## config.mk

```make
export PLATFORM = sky130hd
export DESIGN_NAME = mem_bus_arbiter
export DESIGN_NICKNAME = d
export VERILOG_FILES = /design/src/rtl/mem_bus_arbiter.sv
export SDC_FILE = /design/constraint.sdc
export NUM_CORES = 1
export LEC_CHECK = 0
export ABC_AREA = 0
export ABC_CLOCK_PERIOD_IN_PS = 4100
export BUFFER_PORTS_ARGS = -buffer_cell sky130_fd_sc_hd__buf_4
export CAP_MARGIN = 20
export CORE_MARGIN = 5
export CORE_UTILIZATION = 40
export DETAILED_ROUTE_END_ITERATION = 7
export GPL_TIMING_DRIVEN = 0
export MAX_ROUTING_LAYER = met4
export PLACE_DENSITY = 0.77
export SYNTH_ARGS = -nofsm -noshare
export SYNTH_HDL_FRONTEND = slang
export SYNTH_SLANG_ARGS = --single-unit
```

## constraint.sdc

```tcl
create_clock -name clk -period 4.1 [get_ports clk]
set_input_delay 0.615 -clock clk [delete_from_list [all_inputs] [get_ports clk]]
set_output_delay 0.615 -clock clk [all_outputs]
set_load 0.005 [all_outputs]
```

## src/rtl/mem_bus_arbiter.sv

```systemverilog
// Two-master SRAM-bus arbiter: data access has priority over instruction fetch,
// with a bounded data streak so a pending fetch is eventually granted.
module mem_bus_arbiter #(
  parameter int unsigned DATA_BURST_MAX = 4
) (
  input  logic        clk,
  input  logic        resetn,
  input  logic        inst_req,
  input  logic [31:0] inst_addr,
  output logic        inst_addr_ok,
  output logic        inst_data_ok,
  output logic [31:0] inst_rdata,
  input  logic        data_req,
  input  logic        data_wr,
  input  logic [1:0]  data_size,
  input  logic [31:0] data_addr,
  input  logic [31:0] data_wdata,
  output logic        data_addr_ok,
  output logic        data_data_ok,
  output logic [31:0] data_rdata,
  output logic        bus_req,
  output logic        bus_wr,
  output logic [1:0]  bus_size,
  output logic [31:0] bus_addr,
  output logic [31:0] bus_wdata,
  input  logic        bus_addr_ok,
  input  logic        bus_data_ok,
  input  logic [31:0] bus_rdata
);

  typedef enum logic [1:0] {
    IDLE,
    ADDR,
    DATA
  } state_t;

  localparam logic [3:0] BURST = 4'(DATA_BURST_MAX);

  state_t     state;
  logic       owner;
  logic [3:0] streak;

  logic grant_data;
  logic addr_hs;
  logic data_hs;

  // A pending fetch overrides data once the streak limit is reached.
  assign grant_data = data_req && !(inst_req && (streak >= BURST));

  assign addr_hs = (state == ADDR) && bus_addr_ok;
  assign data_hs = (addr_hs && bus_data_ok)
                || ((state == DATA) && bus_data_ok);

  assign inst_addr_ok = addr_hs && !owner;
  assign data_addr_ok = addr_hs && owner;
  assign inst_data_ok = data_hs && !owner;
  assign data_data_ok = data_hs && owner;

  assign inst_rdata = bus_rdata;
  assign data_rdata = bus_rdata;

  always_ff @(posedge clk or negedge resetn) begin
    if (!resetn) begin
      state     <= IDLE;
      owner     <= 1'b0;
      streak    <= 4'd0;
      bus_req   <= 1'b0;
      bus_wr    <= 1'b0;
      bus_size  <= 2'b00;
      bus_addr  <= 32'd0;
      bus_wdata <= 32'd0;
    end else begin
      unique case (state)
        IDLE: begin
          if (grant_data) begin
            owner     <= 1'b1;
            bus_req   <= 1'b1;
            bus_wr    <= data_wr;
            bus_size  <= data_size;
            bus_addr  <= data_addr;
            bus_wdata <= data_wdata;
            state     <= ADDR;
            if (!inst_req)
              streak <= 4'd0;
            else if (streak != 4'hF)
              streak <= streak + 4'd1;
          end else if (inst_req) begin
            owner     <= 1'b0;
            bus_req   <= 1'b1;
            bus_wr    <= 1'b0;
            bus_size  <= 2'b10;
            bus_addr  <= inst_addr;
            bus_wdata <= 32'd0;
            streak    <= 4'd0;
            state     <= ADDR;
          end
        end
        ADDR: begin
          if (bus_addr_ok) begin
            bus_req <= 1'b0;
            state   <= bus_data_ok ? IDLE : DATA;
          end
        end
        DATA: begin
          if (bus_data_ok)
            state <= IDLE;
        end
        default: begin
          bus_req <= 1'b0;
          state   <= IDLE;
        end
      endcase
    end
  end

endmodule

```

==> key figures <==
Floorplanning
  • Die Wd: 111 um
  • Core area: 10200 um^2
  • Die Y: 111 um
  • Starting Density: 40.3%
  • Num ports: 273
  • # rows: 37
  • Die area: 12400 um^2

Clock network
  • Htree depth: 3
  • CTS max path bufs: 2
  • Root buf cell: clkbuf_8
  • Post CTS Setup Buffer Count: 0
  • Worst skew pair latency: 340 ps
  • CTS sink cnt: 75
  • CTS tree: done
  • Clk slew on worst S/H paths: 80 ps
  • Hold buffer count at CTS: 0
  • CTS Buf Count: 9
  • CTS resizes: 0

Setup path
  • Slowest stage delay, CP: 330 ps
  • Delay-heaviest family, CP: buffers and inverters
  • CP required: 3480 ps
  • Buf+Inv Stages, Crit Path: 3
  • R2r setup slk: 2360 ps
  • R2R cell count: 5
  • Highest-delay cell along the critical path: dfrtp_1
  • Critical path peak fanout: 10
  • Cell Chain, Critical Path: clkbuf_1 > buf_2 > nand3b_1 > o21ai_0 > and3_1 > buf_4
  • Crit. path cell count: 6
  • CP Capture Type: output port
  • Crit Path Class: reg2out
  • CP Launch Type: register
  • Arrival time worst endpoint: 1870 ps

Synth
  • Mapped Cells: 380
  • Seq/Total Area, Yosys: 45.7%
  • Top-area cell type share of the netlist area: 45.7%
  • Mapped Area: 4110 um^2
  • Syn avg cell area: 10.8 um^2
  • Post-synth ARST share: 100%
  • Netlist cell types: 34
  • Leading area contributor after synthesis: dfrtp_1
  • Main area contributors after synthesis: dfrtp_1 46%, buf_4 12%, a311o_1 7.8%, o2bb2ai_1 7.2%, o22a_1 7.0%
  • Yosys warnings: 0
  • Most frequent cell after synthesis: dfrtp_1
  • Synth cell count leaders: 75 x dfrtp_1, 65 x buf_4, 35 x nand3_1, 34 x o2bb2ai_1, 33 x o22a_1
  • FF+latch count, synth: 75
  • Synth Flop Type: dfrtp_1
  • Post-synth EDFFs: 0
  • Syn nets: 518

Detailed routing
  • # DRC: 0
  • Vias: 4025
  • Drt total wl: 14.3 mm
  • Initial DRC Count: 151
  • Vias/cell: 5.22
  • Initial DRT Pass Iterations: 4
  • DR WL/cell: 18.5 um
  • Antenna viol nets, final: 0

Global routing
  • Pin count of the biggest net entering global routing: 76
  • Initial antenna violation count: 0
  • Total Routing Usage GR: 22.9%
  • Number of global-route vias before repair: 4198
  • First-pass GRT wire length: 22.4 mm
  • Total grt overflow: 0

Timing
  • Clk_skew: 9.45 ps
  • Max transition margin: 35.3%
  • Least-Margin Pin Slew: 970 ps
  • Hold Fails Final Rpt: 0
  • Tmin final: 2480 ps
  • Crit share post-route: 60.5%
  • RSZ-0062 raised after global routing: no
  • Count of pins over their slew limit: 0
  • Setup TNS: 0 ps
  • Fmax: 403 MHz
  • Final setup fails: 0

Final layout
  • Layout cell share with drive strength beyond 1: 54.6%
  • Area grow syn2layout: 53.7%
  • Layout Nets: 768
  • Diode count: 0
  • Final core occ: 62.0%
  • Filler cell count: 866
  • Final Cell Area: 6310 um^2

Placement
  • Post-Place Cell Area: 6070 um^2
  • Final HPWL from detailed placement: 11.2 mm
  • Routability Congestion: 0.939
  • Number of port buffers: 239

Power and ir drop
  • Leakage: 3.03 nW
  • Peak supply drop: 354 uV
  • PnR Total Power: 3.74 mW
  • Cell Pwr Density: 593 nW/um^2

Job
  • Max_cap viols: 0

Status
  • Status: finished, final reports clean

Hold path
  • Worst Hold Class: in2async
==> cell families (layout without fill, tap and decap cells) <==
logic type | Yosys count | count (layout) | synth area share, %
adder cells (fa/ha/maj) | 1 | 1 | 0.305
AND/OR/NAND/NOR | 50 | 50 | 6.46
flip-flops | 75 | 75 | 45.7
AO/OA/AOI/OAI | 145 | 145 | 30.0
buffers and inverters | 109 | 364 | 17.5
==> cell type report <==
cell class,instances,area (um^2),share of cell area (%)
flip-flops and latches,75,1880,29.7
plain buffers,105,704,11.2
multi-input cells,196,1510,23.9
well taps,136,170,2.70
repair buffers,239,1790,28.4
inverters,4,15.0,0.238
clock buffers,10,128,2.02
clock inverters,6,114,1.80
==> placed cells by master (no fill, tap or decap), types with 2 or more instances in the layout <==
cell type,n
nand2_1,2
bufinv_16,3
o22a_1,33
o2bb2ai_1,34
clkbuf_8,9
dfrtp_1,75
buf_4,304
inv_1,3
a21boi_0,29
nor2_1,2
nand3_1,35
clkbuf_1,18
o21ai_0,7
clkinvlp_4,2
buf_2,17
buf_6,6
a21boi_1,3
a311o_1,32
and3_1,2
==> path summary, 6_finish.rpt <==
kind	from	to
min reg2reg	bus_wdata[12]$_DFFE_PN0P_	bus_wdata[12]$_DFFE_PN0P_
max	state[1]$_DFFE_PN0P_	inst_data_ok
max in group asynchronous	resetn	bus_addr[1]$_DFFE_PN0P_
max reg2reg	streak[2]$_DFFE_PN0P_	bus_wdata[19]$_DFFE_PN0P_
min	resetn	bus_addr[21]$_DFFE_PN0P_
min in group clk	bus_data_ok	state[1]$_DFFE_PN0P_
==> per-layer routing <==
layer / GRT usage, % / routed length, um
met4: 5.43 / 202
met5: - / 0
met2: 40.6 / 7620
met1: 25.5 / 5270
met3: 6.41 / 1170
==> per-stage QoR <==
| step | hold slack (ps) | setup slack, ps | cells |
|---|---|---|---|
| 3_3_place_gp | 474 | 2010 | 755 |
| 2_1_floorplan | 319 | 2350 | 380 |
| 5_1_grt | 420 | 1480 | 771 |
| 4_1_cts | 417 | 1600 | 771 |
| 6_report | 419 | 1620 | 771 |
| 3_5_place_dp | 475 | 1970 | 755 |
==> registers in the layout, indices dropped and copies added (netlist names) <==
register / cells
bus_wr: 1
owner: 1
bus_wdata: 32
bus_size: 2
bus_addr: 32
state: 2
streak: 4
bus_req: 1
==> where the power goes <==
group	leakage (nW)	internal [mW]	total [mW]	switching [mW]
combinational	2.01	1.01	1.73	0.719
clock	0.113	0.406	0.693	0.287
sequential	0.914	1.09	1.32	0.225
total	3.03	2.51	3.74	1.23
No activity file was read; power rests on OpenSTA's default activity.
